`src/rtl/uart_pkg.sv`:
```
// Shared UART definitions: frame geometry, default bit timing, receiver FSM states.
package uart_pkg;

    localparam int unsigned DATA_BITS            = 8;
    localparam int unsigned CLKS_PER_BIT_DEFAULT = 347;   // 40 MHz / 115200

    typedef logic [DATA_BITS-1:0] uart_byte_t;

    typedef enum logic [1:0] {
        IDLE,
        START,
        DATA,
        STOP
    } uart_state_e;

endpackage

```
`src/rtl/uart_rx_fifo_if.sv`:
```
// Serial input, pop port and status of the UART receiver.
interface uart_rx_fifo_if
    import uart_pkg::*;
#(
    parameter int unsigned FIFO_DEPTH = 4
);

    localparam int unsigned CW = $clog2(FIFO_DEPTH) + 1;

    logic          ser_rx;
    uart_byte_t    rx_data;
    logic          rx_valid;
    logic          rx_ready;
    logic [CW-1:0] rx_count;
    logic          frame_err;
    logic          overrun;
    logic          clr_overrun;

    // Receiver side
    modport slave (
        input  ser_rx,
        input  rx_ready,
        input  clr_overrun,
        output rx_data,
        output rx_valid,
        output rx_count,
        output frame_err,
        output overrun
    );

    // Consumer side (register block / line driver)
    modport master (
        output ser_rx,
        output rx_ready,
        output clr_overrun,
        input  rx_data,
        input  rx_valid,
        input  rx_count,
        input  frame_err,
        input  overrun
    );

endinterface

```
`src/rtl/uart_sync_fifo.sv`:
```
// Byte FIFO with wrap-bit pointers and a registered head; reusable by the TX side.
module uart_sync_fifo
    import uart_pkg::*;
#(
    parameter int unsigned DEPTH = 4
)(
    input  logic                   clk,
    input  logic                   rst,
    input  logic                   i_push,
    input  uart_byte_t             i_push_data,
    input  logic                   i_pop,
    output uart_byte_t             o_data,
    output logic                   o_valid,
    output logic [$clog2(DEPTH):0] o_count,
    output logic                   o_overflow_c
);

    localparam int unsigned AW = $clog2(DEPTH);
    localparam int unsigned PW = AW + 1;

    uart_byte_t    r_mem [DEPTH];
    uart_byte_t    r_data;
    uart_byte_t    w_head;
    logic [PW-1:0] r_wr_ptr;
    logic [PW-1:0] r_rd_ptr;
    logic [PW-1:0] w_wr_next;
    logic [PW-1:0] w_rd_next;
    logic [PW-1:0] r_count;
    logic [PW-1:0] w_count_next;
    logic          r_valid;
    logic          w_full;
    logic          w_empty;
    logic          w_push_ok;
    logic          w_pop_ok;

    // Accept/reject decisions, next pointers and the head byte after this edge
    always_comb begin
        w_empty      = (r_wr_ptr == r_rd_ptr);
        w_full       = (r_wr_ptr[AW] != r_rd_ptr[AW]) &&
                       (r_wr_ptr[AW-1:0] == r_rd_ptr[AW-1:0]);
        w_pop_ok     = i_pop & ~w_empty;
        // a same-cycle pop frees the slot a push into a full FIFO needs
        w_push_ok    = i_push & (~w_full | w_pop_ok);
        o_overflow_c = i_push & ~w_push_ok;
        w_wr_next    = r_wr_ptr + PW'(w_push_ok);
        w_rd_next    = r_rd_ptr + PW'(w_pop_ok);
        w_count_next = w_wr_next - w_rd_next;
        // bypass when the byte being written becomes the new head
        if (w_push_ok && (r_wr_ptr[AW-1:0] == w_rd_next[AW-1:0])) begin
            w_head = i_push_data;
        end else begin
            w_head = r_mem[w_rd_next[AW-1:0]];
        end
    end

    // Pointers, occupancy and registered head
    always_ff @(posedge clk or posedge rst) begin
        if (rst) begin
            r_wr_ptr <= '0;
            r_rd_ptr <= '0;
            r_count  <= '0;
            r_valid  <= 1'b0;
            r_data   <= '0;
        end else begin
            r_wr_ptr <= w_wr_next;
            r_rd_ptr <= w_rd_next;
            r_count  <= w_count_next;
            r_valid  <= (w_count_next != '0);
            r_data   <= w_head;
        end
    end

    // Storage array, written only on accepted pushes
    always_ff @(posedge clk) begin
        if (w_push_ok) begin
            r_mem[r_wr_ptr[AW-1:0]] <= i_push_data;
        end
    end

    assign o_data  = r_data;
    assign o_valid = r_valid;
    assign o_count = r_count;

endmodule

```
`src/rtl/uart_rx_fifo.sv`:
```
// 8N1 UART receiver: synchronise, deserialise LSB-first, buffer bytes in a FIFO.
module uart_rx_fifo
    import uart_pkg::*;
#(
    parameter int unsigned CLKS_PER_BIT = CLKS_PER_BIT_DEFAULT,
    parameter int unsigned FIFO_DEPTH   = 4
)(
    input  logic           wb_clk_i,
    input  logic           wb_rst_i,
    uart_rx_fifo_if.slave  bus
);

    localparam int unsigned CNT_W = $clog2(CLKS_PER_BIT);
    localparam int unsigned HALF  = CLKS_PER_BIT / 2;
    localparam int unsigned BIT_W = $clog2(DATA_BITS);
    localparam int unsigned CW    = $clog2(FIFO_DEPTH) + 1;

    localparam logic [CNT_W-1:0] BAUD_LAST = CNT_W'(CLKS_PER_BIT - 1);
    localparam logic [CNT_W-1:0] HALF_LAST = CNT_W'(HALF - 1);
    localparam logic [BIT_W-1:0] BIT_LAST  = BIT_W'(DATA_BITS - 1);

    logic              r_sync1;
    logic              r_rx_s;
    logic              r_rx_prev;
    uart_state_e       r_state;
    uart_state_e       w_state_next;
    logic [CNT_W-1:0]  r_baud_cnt;
    logic [CNT_W-1:0]  w_baud_next;
    logic [BIT_W-1:0]  r_bit_cnt;
    logic [BIT_W-1:0]  w_bit_next;
    uart_byte_t        r_shift;
    uart_byte_t        w_shift_next;
    logic              w_push_c;
    logic              w_frame_err_next;
    logic              r_frame_err;
    logic              r_overrun;
    logic              w_overflow_c;
    uart_byte_t        w_fifo_data;
    logic              w_fifo_valid;
    logic [CW-1:0]     w_fifo_count;

    // Two-flop synchroniser plus one delayed copy for falling-edge detection
    always_ff @(posedge wb_clk_i or posedge wb_rst_i) begin
        if (wb_rst_i) begin
            r_sync1   <= 1'b1;
            r_rx_s    <= 1'b1;
            r_rx_prev <= 1'b1;
        end else begin
            r_sync1   <= bus.ser_rx;
            r_rx_s    <= r_sync1;
            r_rx_prev <= r_rx_s;
        end
    end

    // Receiver FSM state and datapath registers
    always_ff @(posedge wb_clk_i or posedge wb_rst_i) begin
        if (wb_rst_i) begin
            r_state    <= IDLE;
            r_baud_cnt <= '0;
            r_bit_cnt  <= '0;
            r_shift    <= '0;
        end else begin
            r_state    <= w_state_next;
            r_baud_cnt <= w_baud_next;
            r_bit_cnt  <= w_bit_next;
            r_shift    <= w_shift_next;
        end
    end

    // Next state, bit timing and stop-bit verdict
    always_comb begin
        w_state_next     = r_state;
        w_baud_next      = r_baud_cnt;
        w_bit_next       = r_bit_cnt;
        w_shift_next     = r_shift;
        w_push_c         = 1'b0;
        w_frame_err_next = 1'b0;
        unique case (r_state)
            IDLE: begin
                w_baud_next = '0;
                w_bit_next  = '0;
                if (r_rx_prev && !r_rx_s) begin
                    w_state_next = START;
                end
            end
            START: begin
                if (r_baud_cnt == HALF_LAST) begin
                    w_baud_next  = '0;
                    // line back high at mid-start means a glitch, not a frame
                    w_state_next = r_rx_s ? IDLE : DATA;
                end else begin
                    w_baud_next = r_baud_cnt + CNT_W'(1);
                end
            end
            DATA: begin
                if (r_baud_cnt == BAUD_LAST) begin
                    w_baud_next  = '0;
                    w_shift_next = {r_rx_s, r_shift[DATA_BITS-1:1]};
                    if (r_bit_cnt == BIT_LAST) begin
                        w_bit_next   = '0;
                        w_state_next = STOP;
                    end else begin
                        w_bit_next = r_bit_cnt + BIT_W'(1);
                    end
                end else begin
                    w_baud_next = r_baud_cnt + CNT_W'(1);
                end
            end
            STOP: begin
                if (r_baud_cnt == BAUD_LAST) begin
                    // leave at mid-stop so the next start edge is not missed
                    w_baud_next      = '0;
                    w_state_next     = IDLE;
                    w_push_c         = r_rx_s;
                    w_frame_err_next = ~r_rx_s;
                end else begin
                    w_baud_next = r_baud_cnt + CNT_W'(1);
                end
            end
            default: begin
                w_state_next = IDLE;
            end
        endcase
    end

    // Framing-error pulse and sticky overrun (set wins over clear)
    always_ff @(posedge wb_clk_i or posedge wb_rst_i) begin
        if (wb_rst_i) begin
            r_frame_err <= 1'b0;
            r_overrun   <= 1'b0;
        end else begin
            r_frame_err <= w_frame_err_next;
            if (w_overflow_c) begin
                r_overrun <= 1'b1;
            end else if (bus.clr_overrun) begin
                r_overrun <= 1'b0;
            end
        end
    end

    uart_sync_fifo #(
        .DEPTH (FIFO_DEPTH)
    ) u_fifo (
        .clk          (wb_clk_i),
        .rst          (wb_rst_i),
        .i_push       (w_push_c),
        .i_push_data  (r_shift),
        .i_pop        (bus.rx_ready),
        .o_data       (w_fifo_data),
        .o_valid      (w_fifo_valid),
        .o_count      (w_fifo_count),
        .o_overflow_c (w_overflow_c)
    );

    assign bus.rx_data   = w_fifo_data;
    assign bus.rx_valid  = w_fifo_valid;
    assign bus.rx_count  = w_fifo_count;
    assign bus.frame_err = r_frame_err;
    assign bus.overrun   = r_overrun;

endmodule

```
`src/flat_wrapper.sv`:
```
// flat-port wrapper written by rule: the top's interface ports become plain ports
module uart_rx_fifo_flat import uart_pkg::*;
#(
    parameter int unsigned CLKS_PER_BIT = CLKS_PER_BIT_DEFAULT,
    parameter int unsigned FIFO_DEPTH   = 4
)
  (wb_clk_i, wb_rst_i, bus_ser_rx, bus_rx_ready, bus_clr_overrun, bus_rx_data, bus_rx_valid, bus_rx_count, bus_frame_err, bus_overrun);
  uart_rx_fifo_if #(.FIFO_DEPTH(FIFO_DEPTH)) bus_i ();
  input  logic wb_clk_i;
  input  logic wb_rst_i;
  input wire logic [$bits(bus_i.ser_rx)-1:0] bus_ser_rx;
  input wire logic [$bits(bus_i.rx_ready)-1:0] bus_rx_ready;
  input wire logic [$bits(bus_i.clr_overrun)-1:0] bus_clr_overrun;
  output wire logic [$bits(bus_i.rx_data)-1:0] bus_rx_data;
  output wire logic [$bits(bus_i.rx_valid)-1:0] bus_rx_valid;
  output wire logic [$bits(bus_i.rx_count)-1:0] bus_rx_count;
  output wire logic [$bits(bus_i.frame_err)-1:0] bus_frame_err;
  output wire logic [$bits(bus_i.overrun)-1:0] bus_overrun;
  assign bus_i.ser_rx = bus_ser_rx;
  assign bus_i.rx_ready = bus_rx_ready;
  assign bus_i.clr_overrun = bus_clr_overrun;
  assign bus_rx_data = bus_i.rx_data;
  assign bus_rx_valid = bus_i.rx_valid;
  assign bus_rx_count = bus_i.rx_count;
  assign bus_frame_err = bus_i.frame_err;
  assign bus_overrun = bus_i.overrun;
  uart_rx_fifo #(.CLKS_PER_BIT(CLKS_PER_BIT), .FIFO_DEPTH(FIFO_DEPTH)) u_core (.wb_clk_i(wb_clk_i), .wb_rst_i(wb_rst_i), .bus(bus_i));
endmodule
```
`config.mk`:
```
export PLATFORM = sky130hd
export DESIGN_NAME = uart_rx_fifo_flat
export DESIGN_NICKNAME = d
export VERILOG_FILES = /design/src/rtl/uart_pkg.sv /design/src/rtl/uart_rx_fifo_if.sv /design/src/rtl/uart_sync_fifo.sv /design/src/rtl/uart_rx_fifo.sv /design/src/flat_wrapper.sv
export SDC_FILE = /design/constraint.sdc
export NUM_CORES = 1
export LEC_CHECK = 0
export BUFFER_PORTS_ARGS = -buffer_cell sky130_fd_sc_hd__buf_2
export CORE_MARGIN = 5
export CORE_UTILIZATION = 64
export DETAILED_ROUTE_END_ITERATION = 16
export PLACE_DENSITY = 0.94
export SYNTH_ARGS = -nofsm -noshare
export SYNTH_HDL_FRONTEND = slang
export SYNTH_SLANG_ARGS = --single-unit
```
`constraint.sdc`:
```
create_clock -name wb_clk_i -period 8.1 [get_ports wb_clk_i]
set_clock_uncertainty 0.05 [all_clocks]
set_input_delay 1.215 -clock wb_clk_i [delete_from_list [all_inputs] [get_ports wb_clk_i]]
set_output_delay 1.215 -clock wb_clk_i [all_outputs]
set_load 0.05 [all_outputs]
```
# Yosys cells after proc, flatten, opt, wreduce, memory -nomap -nowiden
# Memories as Yosys holds them, arrays and structs flattened. A register that Yosys moved wholly into a read port is not among the register bits.
# Index checks and enable logic that the tools add are counted.
dict set report totals {
  ff_bits 37
  ram_bits 32
  in_bits 5
  output_inout_bits 14
  word_cells 73
  mem_count 1
}
dict set report op_classes {
  add_sub_neg 5
  n_eq_ne 14
  n_mux 21
  bitwise_logic 8
  n_reduce_logical 11
}
# memory depth width read_ports rd_clocked_by_memory_dff wr line
set memory_table {}
lappend memory_table {u_core.u_fifo.r_mem 4 8 1 1 1 uart_sync_fifo.sv:21} ;# uart_byte_t r_mem [DEPTH];
# operator n
set ops {}
lappend ops {{case mux 9 bit (3 select lines)} 1}
lappend ops {{2-to-1 mux 9 bit} 2}
lappend ops {{2-to-1 mux 2 bit} 6}
lappend ops {{!= test 2 x 1 -> 1 bit (second input constant)} 5}
lappend ops {{adder 9 x 1 -> 9 bit (second input constant)} 1}
lappend ops {{== test 9 x 8 -> 1 bit (second input constant)} 1}
lappend ops {{== test 9 bit (second input constant)} 1}
lappend ops {{2-to-1 mux 1 bit} 8}
lappend ops {{case mux 2 bit (4 select lines)} 1}
lappend ops {{adder 3 x 1 -> 3 bit} 2}
lappend ops {{2-to-1 mux 3 bit} 2}
lappend ops {{case mux 3 bit (2 select lines)} 1}
lappend ops {{AND reduction 5 bit} 1}
lappend ops {{== test 2 bit (second input constant)} 2}
lappend ops {{NOT 1 bit} 4}
lappend ops {{AND reduction 2 bit} 2}
lappend ops {{nonzero test 2 bit} 2}
lappend ops {{adder 3 x 1 -> 3 bit (second input constant)} 1}
lappend ops {{AND 1 bit} 3}
lappend ops {{== test 3 bit} 1}
lappend ops {{== test 3 bit (second input constant)} 1}
lappend ops {{nonzero test 3 bit} 1}
lappend ops {{subtractor 3 bit} 1}
lappend ops {{== test 2 x 1 -> 1 bit (second input constant)} 1}
lappend ops {{other kinds (7)} 8}

# Logic depth before layout (Yosys ltp)
dict set report depth {
  depth_word 8
  depth_mapped 13
  mapped_depth_nobuf 12
}

# Hierarchy
# From an unflattened synthesis, not the netlist that was laid out.
dict set report hier_totals {
  cells_unflattened 210
  area_unflattened_um2 3288.2
}
# module instances cells_per_inst area_each_um2 seq_area_each_um2
set modules_own_cells {}
lappend modules_own_cells {uart_sync_fifo 1 101 1984.4 1411.4}
lappend modules_own_cells {uart_rx_fifo 1 109 1303.8 679.4}

# Worst setup path after synthesis
# Ideal clock, no wire load.
dict set report synth_timing {
  kind {input port to flip-flop}
  startpoint {in bus_rx_ready}
  endpoint {reg u_core.u_fifo.r_valid (netlist: u_core.u_fifo.o_valid)}
  setup_ns 0.131
  t_arrival_ns 3.223
  required_ns 7.919
  path_slack_ns 4.696
  path_stages 9
  path_buffers 0
  path_cell_list {nor4_1 > or3_1 > inv_1 > ha_1 > ha_1 > inv_1 > fa_1 > inv_1 > or3_1}
}
dict set report synth_via {
  elab_chain_len 6
  word_cells_on_any_way 7
  classes_between {add/sub (3); bitwise (3); reduce/logical (1)}
}
# element line
set synth_lines {}
lappend synth_lines {{start: declaration} flat_wrapper.sv:12} ;# input wire logic [$bits(bus_i.rx_ready)-1:0] bus_rx_ready;
lappend synth_lines {{AND 1 bit} uart_sync_fifo.sv:41} ;# w_pop_ok = i_pop & ~w_empty;
lappend synth_lines {{OR 1 bit} uart_sync_fifo.sv:43} ;# w_push_ok = i_push & (~w_full | w_pop_ok);
lappend synth_lines {{AND 1 bit} uart_sync_fifo.sv:43}
lappend synth_lines {{adder 3 x 1 -> 3 bit} uart_sync_fifo.sv:45} ;# w_wr_next = r_wr_ptr + PW'(w_push_ok);
lappend synth_lines {{net u_core.u_fifo.w_wr_next[1]} uart_sync_fifo.sv:26} ;# logic [PW-1:0] w_wr_next;
lappend synth_lines {{subtractor 3 bit} uart_sync_fifo.sv:47} ;# w_count_next = w_wr_next - w_rd_next;
lappend synth_lines {{net u_core.u_fifo.w_count_next[1]} uart_sync_fifo.sv:29} ;# logic [PW-1:0] w_count_next;
lappend synth_lines {{nonzero test 3 bit} uart_sync_fifo.sv:68} ;# r_valid <= (w_count_next != '0);
lappend synth_lines {{end signal: assignment} uart_sync_fifo.sv:68}
lappend synth_lines {{end: declaration} uart_sync_fifo.sv:30} ;# logic r_valid;
# The timed path passes the listed nets, and every way through them passes these cells.
# A chain may end at the register's enable or synchronous reset.

# Worst setup path in the final report
# Same ends and word-level chain as after synthesis.

==> impl_metrics.ini <==
[outcome]
outcome = completed

[floorplanning]
die_area_um2 = 6540
floorplan.rows = 25
die_w_um = 80.8
start_util_pct = 67.1
core_um2 = 4790
die_height_um = 80.8
io_pins = 19

[worst_hold_path]
holdCritStartpoint = u_core.r_sync1
min_path_cells = 0
hp-class = reg2reg

[synth]
netlist_area_um2 = 3210
yosys_warnings = 0
syn_area_per_cell_um2 = 15.7
yosys.cell_types.count = 37
netlist.area_leader.share_pct = 32.7
synth_nets = 221
ys_ff_latch = 77
async_flop_share_pct = 58.4
synth_cells = 205
synth-main-ff-cell = dfrtp_1
yosysTopAreaCell = dfrtp_1
synth_edf_count = 32
yosysSeqAreaShare_pct = 65.1
ys_top_cells_by_area = dfrtp_1 (33%), edfxtp_1 (30%), mux4_2 (5.6%)

[pwr]
combPwrFrac_pct = 30.3
netSwitchingFraction_pct = 32.6
power_density_nw_per_um2 = 295
leakage_nw = 1.62
peakVddDrop_uv = 153
pwr-share-seq_pct = 43.6
p_clk_share_pct = 26.1
p_switching_w = 0.000343
p_int_w = 0.000707

[sta]
rsz0062_at_grt = false
final-hold-violation-count = 0
relSlewSlack_pct = 37.9
finalCritPeriodShare_pct = 42.0
setup_viol = 0
finalMaxSlewViolations = 0
hold_slack_ps = 309
max_freq_mhz = 294
period_needed_ps = 3400
tns_ps = 0
worstMarginPinSlew_ps = 931

[detailed_routing]
first_pass_iters = 4
drc_errors = 0
num_vias = 1663
viasPerCell = 5.51
ant_nets = 0
wirelength_um = 5160
drt-initial-drc-count = 72
wl_per_cell_um = 17.1

[global_routing]
antenna_found_initial = 0
grt_usage_pct = 18.2
grt_overflow = 0
grt_max_degree = 46
first_global_vias = 1795
grt_first_pass_wirelength_um = 8650

[clock_tree]
cts_resized = 0
path_clk_slew_ps = 70
post_cts_buffers = 0
clock_path_buffers = 2
cts_hold_buf = 0
htreeDepth = 3
clkLatencyLatePin_ps = 340
cts_made_buffers = 9
cts-root-buf = clkbuf_8
cts_tree = done
clock-sinks = 77

[worst_setup_path]
regToRegStartpoint = u_core.r_baud_cnt[0]
arrival_ps = 3570
cp-start-kind = input pin
crit_required_ps = 8270
startpoint = bus_rx_ready
worst-r2r-cell-count = 12
end_kind = flip-flop
worstSetupPathType = in2reg
crit_fanout = 4

[placed_design]
routabilityCongestion = 0.764
hpwl_um = 3350
placed_cells = 286
place_area_um2 = 3370
port_buffers = 18

[cells_and_area]
instances_no_fill = 302
final_area_um2 = 3560
nNetsFinal = 246
drive_above_1_share_pct = 28.1
n_antenna_cell = 0
area_delta_synth_final_pct = 10.8

[job]
cap_viol_max_count = 0
## power groups by stage
stage               clock, W  sequential (W)  combinational (W)
floorplan                  0        0.000556           0.000165
global placement           0        0.000464           0.000309
detailed placement         0        0.000467           0.000322
CTS                 0.000279        0.000459           0.000323
global route        0.000299        0.000462           0.000340
finish              0.000274        0.000458           0.000318
## Yosys cell counts, types with 2 or more instances
cell type,n
a22o_1,4
and3_1,2
buf_6,2
clkbuf_1,4
dfrtp_1,42
dfstp_2,3
edfxtp_1,32
ha_1,10
inv_1,11
mux2_2,9
mux2_4,8
mux4_2,8
nand2_1,4
nand2b_1,2
nand3_1,7
nand4_1,3
nor2_1,14
nor3_1,3
nor3b_1,2
nor4_1,3
or3_1,2
xnor2_1,6
xor2_1,10
## worst max-delay path: stages
cell	delay, ps
buf_2	100
nor4_1	430
or3_1	240
inv_1	70
ha_1	190
ha_1	310
inv_1	80
fa_1	540
inv_1	50
or3_1	330
## sequential cells by signal, indices dropped and copies added (netlist names), 3 cells and up, named ones only
register	count
u_core.u_fifo.r_rd_ptr	3
u_core.u_fifo.r_wr_ptr	3
u_core.r_baud_cnt	9
u_core.u_fifo.o_count	3
u_core.r_shift	8
u_core.u_fifo.o_data	8
u_core.u_fifo.r_mem	32
u_core.r_bit_cnt	3
## cell families after synthesis
logic type | count (synthesis) | synth area share (%)
flip-flops | 77 | 65.1
XOR/XNOR | 16 | 4.36
AND/OR/NAND/NOR | 49 | 8.38
adder cells (fa/ha/maj) | 11 | 4.52
buffers and inverters | 18 | 2.57
AO/OA/AOI/OAI | 8 | 2.22
multiplexers | 26 | 12.9
## final timing paths
path | to | slack [ps]
worst max-delay path | u_core.u_fifo.o_valid | 4700
worst max register to register | u_core.u_fifo.o_valid | 4840
worst min-delay path | u_core.r_rx_s | 310
max in group asynchronous | u_core.r_shift[5] | 6390
worst min register to register | u_core.r_rx_s | 310
min in group asynchronous | u_core.r_bit_cnt[1] | 1030
## through the flow
stage	utilization (%)	setup WS [ps]	total power, W
after floorplan	-	4700	0.000721
after global placement	70.4	4480	0.000773
after detailed placement	70.4	4400	0.000788
after CTS	74.3	4690	0.00106
after global routing	74.3	4550	0.00110
final	74.3	4700	0.00105
## cells in the final DEF, fill, tap and decap left out, types with 2 or more instances in the layout
| master | netlist | routed |
|---|---|---|
| a22o_1 | 4 | 4 |
| and3_1 | 2 | 2 |
| buf_2 | 0 | 18 |
| buf_4 | 0 | 3 |
| clkbuf_8 | 0 | 10 |
| clkinv_1 | 0 | 2 |
| clkinv_2 | 0 | 3 |
| dfrtp_1 | 42 | 42 |
| dfstp_2 | 3 | 3 |
| edfxtp_1 | 32 | 32 |
| ha_1 | 10 | 10 |
| inv_1 | 11 | 10 |
| mux2_2 | 9 | 9 |
| mux2_4 | 8 | 8 |
| mux4_2 | 8 | 8 |
| nand2_1 | 4 | 4 |
| nand2b_1 | 2 | 2 |
| nand3_1 | 7 | 7 |
| nand4_1 | 3 | 3 |
| nor2_1 | 14 | 14 |
| nor3_1 | 3 | 3 |
| nor3b_1 | 2 | 2 |
| nor4_1 | 3 | 3 |
| or3_1 | 2 | 2 |
| xnor2_1 | 6 | 6 |
| xor2_1 | 10 | 10 |
## layer usage
metal / part of all wire (%) / GRT usage, %
met2: 52 / 31.4
met4: 1.8 / 7.09
met1: 43 / 22.3
met5: 0 / 0
met3: 3.3 / 4.32
## final cells by class
cell class              instances  area, um2
multi-input cells             110       1040
flip-flops and latches         77       2090
fillers                       293       1230
clock buffers                  10        138
repair buffers                 21        113
well taps                      67       83.8
clock inverters                 6       52.6
inverters                      11       41.3
(Power assumes the default switching activity.)
